File: src/rtl/reg_bank_scan.sv
`default_nettype none
// ============================================================================
// Module   : reg_bank_scan
// Purpose  : Four-entry operand register bank feeding a 4-to-1 byte mux.
//            Drives the mux data inputs (r1..r4) and its selects (s1,s0).
//            Registers are written over a valid/ready port. The select
//            either follows a registered manual select (IDLE) or steps
//            through all four inputs in Gray order 00,10,11,01 ({s1,s0}),
//            holding each value for HOLD cycles (SCAN), then pulses
//            scan_done for one cycle (DONE).
// Ports    : clk, rst          - clock, synchronous active-high reset
//            wr_valid/wr_ready - write handshake; wr_addr/wr_data target
//            sel_manual        - select {s1,s0} used while idle
//            scan_start        - begin a scan (sampled in IDLE only)
//            scan_busy         - high for exactly 4*HOLD cycles per scan
//            scan_done         - one-cycle completion pulse
//            r1..r4, s0, s1    - registered mux data and select outputs
// Revision : 1.0 - initial release
// ============================================================================
module reg_bank_scan #(
    parameter int WIDTH = 8,
    parameter int HOLD  = 4     // legal range 1..255
) (
    input  logic             clk,
    input  logic             rst,
    input  logic             wr_valid,
    output logic             wr_ready,
    input  logic [1:0]       wr_addr,
    input  logic [WIDTH-1:0] wr_data,
    input  logic [1:0]       sel_manual,
    input  logic             scan_start,
    output logic             scan_busy,
    output logic             scan_done,
    output logic [WIDTH-1:0] r1,
    output logic [WIDTH-1:0] r2,
    output logic [WIDTH-1:0] r3,
    output logic [WIDTH-1:0] r4,
    output logic             s0,
    output logic             s1
);

    typedef enum logic [1:0] {
        ST_IDLE = 2'd0,
        ST_SCAN = 2'd1,
        ST_DONE = 2'd2
    } state_t;

    // HOLD never exceeds 255, so an 8-bit hold counter always suffices.
    localparam logic [7:0] c_HOLD_LAST = 8'(HOLD - 1);

    state_t           r_state;
    logic [7:0]       r_cnt;
    logic [1:0]       r_sel;       // {s1,s0}
    logic             r_ready;
    logic             r_busy;
    logic             r_done;
    logic [WIDTH-1:0] r_bank [4];

    state_t           w_state_nxt;
    logic [7:0]       w_cnt_nxt;
    logic [1:0]       w_sel_nxt;
    logic             w_ready_nxt;
    logic             w_busy_nxt;
    logic             w_done_nxt;
    logic             w_wr_fire;

    // wr_ready is registered, so a write coincident with scan_start in IDLE
    // is still accepted and lands before the first scan cycle.
    assign w_wr_fire = wr_valid && r_ready;

    // ------------------------------------------------------------------
    // Next-state and next-output logic
    // ------------------------------------------------------------------
    always_comb begin
        w_state_nxt = r_state;
        w_cnt_nxt   = r_cnt;
        w_sel_nxt   = r_sel;
        w_ready_nxt = r_ready;
        w_busy_nxt  = r_busy;
        w_done_nxt  = 1'b0;

        case (r_state)
            ST_IDLE: begin
                w_sel_nxt   = sel_manual;
                w_ready_nxt = 1'b1;
                w_busy_nxt  = 1'b0;
                if (scan_start) begin
                    w_state_nxt = ST_SCAN;
                    w_sel_nxt   = 2'b00;
                    w_cnt_nxt   = 8'd0;
                    w_busy_nxt  = 1'b1;
                    w_ready_nxt = 1'b0;
                end
            end

            ST_SCAN: begin
                if (r_cnt == c_HOLD_LAST) begin
                    w_cnt_nxt = 8'd0;
                    // Gray walk 00 -> 10 -> 11 -> 01; leaving 01 ends the scan
                    // with the select parked on 01 for the DONE cycle.
                    case (r_sel)
                        2'b00: w_sel_nxt = 2'b10;
                        2'b10: w_sel_nxt = 2'b11;
                        2'b11: w_sel_nxt = 2'b01;
                        default: begin
                            w_sel_nxt   = 2'b01;
                            w_state_nxt = ST_DONE;
                            w_busy_nxt  = 1'b0;
                            w_done_nxt  = 1'b1;
                        end
                    endcase
                end else begin
                    w_cnt_nxt = r_cnt + 8'd1;
                end
            end

            ST_DONE: begin
                w_state_nxt = ST_IDLE;
                w_ready_nxt = 1'b1;
                w_busy_nxt  = 1'b0;
                w_sel_nxt   = sel_manual;
            end

            default: begin
                w_state_nxt = ST_IDLE;
                w_cnt_nxt   = 8'd0;
                w_ready_nxt = 1'b1;
                w_busy_nxt  = 1'b0;
            end
        endcase
    end

    // ------------------------------------------------------------------
    // State and output registers
    // ------------------------------------------------------------------
    always_ff @(posedge clk) begin
        if (rst) begin
            r_state <= ST_IDLE;
            r_cnt   <= 8'd0;
            r_sel   <= 2'b00;
            r_ready <= 1'b1;
            r_busy  <= 1'b0;
            r_done  <= 1'b0;
            for (int i = 0; i < 4; i++) begin
                r_bank[i] <= '0;
            end
        end else begin
            r_state <= w_state_nxt;
            r_cnt   <= w_cnt_nxt;
            r_sel   <= w_sel_nxt;
            r_ready <= w_ready_nxt;
            r_busy  <= w_busy_nxt;
            r_done  <= w_done_nxt;
            if (w_wr_fire) begin
                r_bank[wr_addr] <= wr_data;
            end
        end
    end

    assign wr_ready  = r_ready;
    assign scan_busy = r_busy;
    assign scan_done = r_done;
    assign s1        = r_sel[1];
    assign s0        = r_sel[0];
    assign r1        = r_bank[0];
    assign r2        = r_bank[1];
    assign r3        = r_bank[2];
    assign r4        = r_bank[3];

endmodule
`default_nettype wire

File: config.mk
export PLATFORM = sky130hd
export DESIGN_NAME = reg_bank_scan
export DESIGN_NICKNAME = d
export VERILOG_FILES = /design/src/rtl/reg_bank_scan.sv
export SDC_FILE = /design/constraint.sdc
export NUM_CORES = 1
export LEC_CHECK = 0
export ABC_CLOCK_PERIOD_IN_PS = 5900
export BUFFER_PORTS_ARGS = -buffer_cell sky130_fd_sc_hd__buf_2
export CAP_MARGIN = 15
export CORE_MARGIN = 2
export CORE_UTILIZATION = 56
export CTS_CLUSTER_SIZE = 10
export DETAILED_ROUTE_END_ITERATION = 16
export GPL_TIMING_DRIVEN = 1
export PLACE_DENSITY = 0.95
export SLEW_MARGIN = 25
export SYNTH_ARGS = -nofsm -noshare
export SYNTH_HDL_FRONTEND = slang
export SYNTH_SLANG_ARGS = --single-unit
export TNS_END_PERCENT = 10
File: constraint.sdc
create_clock -name clk -period 5.9 [get_ports clk]
set_clock_uncertainty 0.2 [all_clocks]
set_input_delay 1.77 -clock clk [delete_from_list [all_inputs] [get_ports clk]]
set_output_delay 1.77 -clock clk [all_outputs]
set_load 0.005 [all_outputs]
; ---- Word level (Yosys, flattened, before mapping)
; Memory sizes are Yosys's and may differ from the RTL's.
; Index checks and enable logic that the tools add are counted.
[word_totals]
regBits = 15
mem_bits_rw = 32
in_bits = 16
out_inout_bits = 37
word_cells = 56
memories = 1
[memory_table]
columns = memory, depth, word_bits, read_ports, rd_clocked_by_memory_dff, wr, line_no
row1 = r_bank, 4, 8, 4, 0, 4, 57  ; logic [WIDTH-1:0] r_bank [4];
[classes]
add_sub_neg = 1
eq_ne = 8
mux = 26
bitwise = 3
reduce_logical = 11
[op_table]
columns = op, count
row1 = $mux 8, 3
row2 = $pmux 8 s3, 1
row3 = $mux 2, 6
row4 = $mux 1, 11
row5 = $add 8x1->8 const B, 1
row6 = $eq 8x2->1 const B, 1
row7 = $pmux 2 s2, 2
row8 = $reduce_or 8->1, 1
row9 = $eq 2x2->1 const B, 3
row10 = $ne 2x2->1 const B, 3
row11 = $pmux 2 s3, 1
row12 = $reduce_and 2->1, 3
row13 = $reduce_or 3->1, 2
row14 = $logic_not 2->1, 2
row15 = $pmux 1 s2, 2
row16 = $not 1->1, 3
row17 = $reduce_and 3->1, 1
row18 = $reduce_bool 3->1, 1
row19 = $eq 2x1->1 const B, 1
row20 = $logic_and 1x1->1, 1

; ---- Longest topological paths before layout
; Gate-level depths: netlist of the first run.
[logic_depth]
word_depth = 6
ltp_mapped = 7
mapped_depth_nobuf = 6

; ---- Worst setup path after synthesis of the first run
; Ideal clock, no wire load.
[synth_timing]
path_kind = input-to-reg
from = input rst
to = memory r_bank[1][0], enable pin
setup_ns = 0.310
t_arrival_ns = 2.871
required_time_ns = 5.390
slack_ns = 2.519
path_stages = 3
n_path_buf = 1
cell_sequence = clkbuf_1 nor4b_1 or2_2
[synth_rtl]
columns = element, line_no
row1 = from (decl), 25  ; input logic rst,
row2 = to (decl), 57

==> results of run 1 <==
area by class of cell:
type                            instances  area, sq um
Timing Repair Buffer                   52        260.3
Inverter                                4        15.01
Sequential cell                        47         1261
Tap cell                               46        57.56
Clock buffer                            7        45.04
Clock inverter                          1        5.005
Multi-Input combinational cell        111        739.5
Fill cell                             237         1032
state kept, by name (all words and copies together), names as in the netlist:
register,flops
r_bank,32
r_cnt,8
r_sel,2
r_state,2
scan_busy,1
scan_done,1
wr_ready,1
worst max-delay path, delay by kind of cell:
| kind | cells | cell delay [ns] |
|---|---|---|
| AND/OR/NAND/NOR | 2 | 1.16 |
| buffers and inverters | 1 | 0.20 |
logic make-up (layout without fill, tap and decap cells):
| logic type | Yosys count | in the layout | share of synthesized area, % |
|---|---|---|---|
| XOR/XNOR | 7 | 7 | 3.023 |
| AND/OR/NAND/NOR | 79 | 79 | 23.07 |
| AO/OA/AOI/OAI | 19 | 19 | 6.478 |
| adder cells (fa/ha/maj) | 5 | 5 | 3.085 |
| buffers and inverters | 9 | 64 | 1.666 |
| flip-flops | 47 | 47 | 62.18 |
| multiplexers | 1 | 1 | 0.4935 |
synthesized netlist by cell type:
master    number
o21ai_0        5
mux2i_1        1
a21oi_1        3
o22ai_1        1
a211oi_1       1
nor3_1         1
or3_1          1
a41o_1         1
nand2b_1       2
or4b_2         1
nor3b_1        3
a2111o_1       1
clkbuf_1       5
or4b_4         1
or2_2          2
o21a_1         1
inv_1          4
a21o_2         1
nand3_1        2
xnor2_1        7
or4_4          1
nor4b_1        5
nor2b_1        2
dfxtp_1       15
edfxtp_1      32
o21bai_1       1
nand4_1        2
a21o_1         1
a211o_1        1
nor2_1        15
ha_1           5
nor4_1         2
a22oi_1        1
o41ai_1        1
nand2_1        7
and2_1        32
path summary, 6_finish.rpt:
path / startpoint / endpoint / slack (ns)
setup / recovery: rst / r_bank[0][0]$_SDFFCE_PN0P_ / 2.62
hold / removal: scan_busy$_SDFFE_PP0P_ / scan_busy$_SDFFE_PP0P_ / 0.28
setup reg to reg: r_cnt[0]$_SDFFE_PP0P_ / r_state[0]$_SDFFE_PP0P_ / 3.41
hold reg to reg: scan_busy$_SDFFE_PP0P_ / scan_busy$_SDFFE_PP0P_ / 0.28
layer usage:
metal  routed length (microns)  GRT usage (%)  up-vias
met1                      1660          25.85      643
met4                       110          10.37        0
met3                       300          5.986       11
li1                          -              -      707
met5                         0              0        -
met2                      1777          32.42       70
through the flow:
stage | hold slack, ns | total power, mW | utilization (%)
after floorplan | 0.2597 | 0.4676 | -
after global placement | 0.2541 | 0.5053 | 68.13
after detailed placement | 0.2631 | 0.5093 | 68.13
after CTS | 0.2825 | 0.6429 | 69.60
after global routing | 0.3048 | 0.6789 | 69.78
final | 0.2784 | 0.6416 | 69.78
power breakdown:
group	leakage, nW	internal (mW)	switching, mW
Combinational	0.496	0.0484	0.0656
Sequential	0.456	0.376	0.0126
Clock	0.0293	0.0466	0.0922
==> impl_summary.log, run 1 <==
[metrics] TritonCTS Buffers: 5
[metrics] number of antenna cells inserted: 0
[metrics] placement-stage cell area: 2327 sq um
[metrics] router iterations before antenna repair: 4
[metrics] most used cells in the layout excluding fill and tap cells: buf_2, and2_1, edfxtp_1
[metrics] Core Region: 3416 sq um
[metrics] gr usage total: 20.58%
[metrics] clock tree from TritonCTS: yes
[metrics] post-cts sizing count: 0
[metrics] P&R area growth vs syn: 17.52%
[metrics] number of stages on the worst hold path: 2
[metrics] final-layout setup total negative slack: 0 ns
[metrics] critical setup path kind: input port to flop
[metrics] Synth cell types: 36
[metrics] buffer cell driving the clock tree root: clkbuf_4
[metrics] syn avg cell area: 12.14 sq um
[metrics] layout cells sized above 1: 29.28%
[metrics] total wire length: 3.849 mm
[metrics] Die Outline Area: 4119 sq um
[metrics] GRT Residual Overflow: 0
[metrics] die span in x: 64.18 microns
[metrics] Max IR drop VDD: 0.1430 mV
[metrics] count of maximum capacitance violations: 0
[metrics] min-delay worst type: flop to flop
[metrics] initial standard-cell utilization of the core: 59.38%
[metrics] count of buffers inserted at the top-level ports: 52
[metrics] category of the worst setup path capture point: flop
[metrics] number of max-slew violations in the final report: 0
[metrics] power per cell area: 269.2 nW/um^2
[metrics] cell-by-cell listing of the critical path: buf_2, nor4_1, or2_2
[metrics] clock latency of the later-clocked register in the worst-skew pair: 0.35 ns
[metrics] Synth Cell Area: 2028 sq um
[metrics] Max Fanout on Critical Path: 18
[metrics] Worst Reg2Reg Path Length in Cells: 5
[metrics] H-tree depth: 2
[metrics] count of synthesis-stage warnings from yosys: 0
[metrics] # IOs: 53
[metrics] worst slew pin tran: 0.8861 ns
[metrics] number of global-route vias before repair: 1323
[metrics] Worst slew margin: 40.38%
[metrics] final standard cell count with taps included and fillers excluded: 268
[metrics] standard-cell row count: 21
[metrics] status: finished, final reports clean
[metrics] arrival time reported for the critical path endpoint: 3.13 ns
[metrics] share of synthesized area occupied by flip-flops and latches: 62.18%
[metrics] Post-DRT Antenna Nets: 0
[metrics] Vias per Instance: 5.340
[metrics] FMAX: 304.6 MHz
[metrics] largest stage delay on the critical path: 0.80 ns
[metrics] leakage power: 0.9808 nW
[metrics] number of cells in the design after placement: 260
[metrics] final instance area: 2384 sq um
[metrics] fin worst setup slack: 2.617 ns
[metrics] vias after detailed routing: 1431
[metrics] number of clock sinks: 47
[metrics] residual DRC count: 0
[metrics] largest net degree at the start of global routing: 19
[metrics] Max Root-Sink Buffers: 2
[metrics] number of endpoints failing setup at the final stage: 0
[metrics] wire per inst: 14.36 microns
[metrics] min cycle time layout: 3.283 ns
[metrics] portion of the clock cycle consumed by the worst path in the final layout: 55.65%
[metrics] FF+latch count, synth: 47
[metrics] Yosys top cell area share: 47.38%
[metrics] first-pass GRT wire length: 6.216 mm
[metrics] post-CTS setup-driven buffer insertion count: 0
[metrics] height of the die: 64.18 microns
[metrics] Gate Count Post-Synth: 167
[metrics] cell accounting for the most synthesized area: edfxtp_1
[metrics] final net count: 242
[metrics] net count of the mapped netlist: 188
[metrics] Detailed Place HPWL: 2.864 mm
[metrics] number of buffers inserted by hold repair at cts: 0
[metrics] Initial DRC Count: 122
[metrics] Req. time, crit path: 5.75 ns
[metrics] initial antenna violation count: 0
[metrics] cell types with the largest area share after synthesis: edfxtp_1, dfxtp_1, and2_1
[metrics] final estimated routing congestion in global placement: 0.8467
[metrics] Worst Setup Slack post-DPL: 2.192 ns
[metrics] Slowest cell on crit path: nor4_1
[metrics] clock-pin slew reported for the worst setup and hold paths after clock tree synthesis: 0.13 ns
[metrics] total count of hold-check failures in the final report: 0
[metrics] most common cell after layout, fill and taps aside: buf_2
[metrics] Setup crit start kind: input port
[metrics] unrepaired setup endpoints after global routing: false
No activity file was read; power rests on OpenSTA's default activity.
==> inputs of run 2 (changes only) <==
Settings changed: ABC_CLOCK_PERIOD_IN_PS 5900 to 2750, CORE_UTILIZATION 56 to 47, PLACE_DENSITY 0.95 to 0.87.
Clock period 5.9 ns to 2.75 ns, I/O delays scaled along.
==> impl_summary.log, run 2 (synthesis results as in run 1) <==
[metrics] status: finished, final reports clean
[metrics] vias after detailed routing: 1458 (+1.9%)
[metrics] global-route track usage on met3: 4.506% (-1.5 points)
[metrics] unrepaired setup endpoints after global routing: false
[metrics] critical setup path kind: flop to flop
[metrics] post-cts sizing count: 0 (unchanged)
[metrics] grt met2 use: 30.66% (-1.8 points)
[metrics] part of the total power dissipated in combinational logic: 17.1% (-0.7 points)
[metrics] largest net degree at the start of global routing: 19 (unchanged)
[metrics] largest registers: r_bank: 32 flops, r_cnt: 8 flops
[metrics] Core Region: 4086 sq um (+20%)
[metrics] Finished Core Util: 60.07% (-9.7 points)
[metrics] clock-pin slew reported for the worst setup and hold paths after clock tree synthesis: 0.09 ns (-0.04 ns)
[metrics] layout cells sized above 1: 30.84% (+1.6 points)
[metrics] most used cells in the layout excluding fill and tap cells: buf_2, and2_1, edfxtp_1
[metrics] initial antenna violation count: 0 (unchanged)
[metrics] first-pass GRT wire length: 7.072 mm (+14%)
[metrics] Worst Setup Slack post-DPL: 0.3136 ns (-1.879 ns)
[metrics] Detailed Place HPWL: 3.198 mm (+12%)
[metrics] GRT Residual Overflow: 0 (unchanged)
[metrics] router iterations before antenna repair: 4 (unchanged)
[metrics] launching element of the worst setup path: r_cnt[0]$_SDFFE_PP0P_
[metrics] fin worst setup slack: 0.2917 ns (-2.325 ns)
[metrics] number of flip-flops under the largest register name: 32 (unchanged)
[metrics] met1 track utilization from global routing: 23.84% (-2.0 points)
[metrics] FMAX: 406.8 MHz
[metrics] number of max-slew violations in the final report: 0 (unchanged)
[metrics] arrival time reported for the critical path endpoint: 2.45 ns (-0.68 ns)
[metrics] P&R area growth vs syn: 21.04%
[metrics] gr usage total: 18.59% (-2.0 points)
[metrics] # IOs: 53 (unchanged)
[metrics] switching fraction of total power: 26.46% (-0.11 points)
[metrics] category of the worst setup path capture point: flop
[metrics] number of cells in the design after placement: 269 (+3.5%)
[metrics] final estimated routing congestion in global placement: 0.8721 (+3.0%)
[metrics] number of clock sinks: 47 (unchanged)
[metrics] clock tree from TritonCTS: yes
[metrics] height of the die: 69.69 microns (+8.6%)
[metrics] total count of hold-check failures in the final report: 0 (unchanged)
[metrics] register-to-register path setup slack: 0.29 ns (-3.12 ns)
[metrics] number of endpoints failing setup at the final stage: 0 (unchanged)
[metrics] min-delay worst type: flop to flop
[metrics] total wire length: 4.272 mm (+11%)
[metrics] Buf/Inv on CP: 0 (-1)
[metrics] power per cell area: 608.0 nW/um^2 (+130%)
[metrics] number of antenna cells inserted: 0 (unchanged)
[metrics] clock latency of the later-clocked register in the worst-skew pair: 0.29 ns (-0.06 ns)
[metrics] Max Root-Sink Buffers: 2 (unchanged)
[metrics] Vias per Instance: 5.264 (-1.4%)
[metrics] most common cell after layout, fill and taps aside: buf_2
[metrics] number of global-route vias before repair: 1426 (+7.8%)
[metrics] Int Power: 1.098 mW (+130%)
[metrics] final net count: 247 (+2.1%)
[metrics] startpoint of the tightest hold check path: scan_busy$_SDFFE_PP0P_
[metrics] gr busiest metal: met2
[metrics] count of buffers inserted at the top-level ports: 52 (unchanged)
[metrics] leakage power: 1.018 nW (+3.8%)
[metrics] worst slew pin tran: 0.7599 ns (-0.1261 ns)
[metrics] initial standard-cell utilization of the core: 49.63% (-9.7 points)
[metrics] largest stage delay on the critical path: 0.53 ns (-0.27 ns)
[metrics] worst hold slack after final layout: 0.3120 ns (+0.03358 ns)
[metrics] post-CTS setup-driven buffer insertion count: 0 (unchanged)
[metrics] die span in x: 69.69 microns (+8.6%)
[metrics] residual DRC count: 0 (unchanged)
[metrics] Max Fanout on Critical Path: 5 (-13)
[metrics] final-layout setup total negative slack: 0 ns (unchanged)
[metrics] Worst slew margin: 49.23% (+8.8 points)
[metrics] Req. time, crit path: 2.74 ns (-3.01 ns)
[metrics] standard-cell row count: 23 (+9.5%)
[metrics] final standard cell count with taps included and fillers excluded: 277 (+3.4%)
[metrics] register containing the most flip-flops in the final layout: r_bank
[metrics] H-tree depth: 2 (unchanged)
[metrics] critical register-to-register path startpoint: r_cnt[0]$_SDFFE_PP0P_
[metrics] count of maximum capacitance violations: 0 (unchanged)
[metrics] wire per inst: 15.42 microns (+7.4%)
[metrics] switching component of the power: 0.3949 mW (+130%)
[metrics] buffer cell driving the clock tree root: clkbuf_8
[metrics] fraction of power consumed by sequential logic: 56.0% (-4.6 points)
[metrics] number of buffers inserted by hold repair at cts: 0 (unchanged)
[metrics] portion of the clock cycle consumed by the worst path in the final layout: 89.39%
[metrics] Die Outline Area: 4857 sq um (+18%)
[metrics] Slowest cell on crit path: or4_4
[metrics] Post-DRT Antenna Nets: 0 (unchanged)
[metrics] Setup crit start kind: flop
[metrics] min cycle time layout: 2.458 ns
[metrics] Max IR drop VDD: 0.3558 mV (+150%)
[metrics] cell-by-cell listing of the critical path: ha_1, or4b_4, or4_4, a2111o_1, o41ai_1
[metrics] Clk network pwr share: 26.9% (+5.3 points)
[metrics] Initial DRC Count: 99 (-19%)
[metrics] TritonCTS Buffers: 5 (unchanged)
[metrics] CP delay by family, top: simple AND/OR/NAND/NOR gates
## run 2: layout make-up
cell class              instances  area (sq um)
flip-flops and latches         47          1261
fillers                       347          1632
well taps                      50         62.56
clock buffers                   6         72.57
repair buffers                 57         297.8
multi-input cells             111         733.2
inverters                       4         15.01
clock inverters                 2         12.51
## run 2: power by group through the flow
stage | clock (mW) | combinational (mW) | sequential (mW)
floorplan | 0 | 0.151 | 0.852
global placement | 0 | 0.247 | 0.849
detailed placement | 0 | 0.256 | 0.852
CTS | 0.410 | 0.257 | 0.836
global route | 0.439 | 0.287 | 0.842
finish | 0.402 | 0.255 | 0.836
## run 2: worst paths after layout
check,endpoint,depth (start not counted)
worst max register to register,r_state[0]$_SDFFE_PP0P_,5
worst min register to register,scan_busy$_SDFFE_PP0P_,2
worst max-delay path,r_state[0]$_SDFFE_PP0P_,5
worst min-delay path,scan_busy$_SDFFE_PP0P_,2
## run 2: stage by stage
| step | total power [mW] | cell area, sq um |
|---|---|---|
| global route | 1.568 | 2455 |
| global placement | 1.095 | 2370 |
| detailed placement | 1.108 | 2370 |
| CTS | 1.503 | 2455 |
| finish | 1.492 | 2455 |
| floorplan | 1.003 | 2028 |
## run 2: per-layer routing
metal	share of wire (%)	routed length [microns]	up-vias
met5	0	0	-
met3	6.9	295	10
met1	42	1783	670
met2	49	2100	69
met4	2.2	93	0
li1	-	-	709
## run 2: tightest hold or removal path, cell delays in order, from the launching register on
cell     delay (ns)
dfxtp_1        0.34
nand3_1        0.07
a21oi_1        0.06
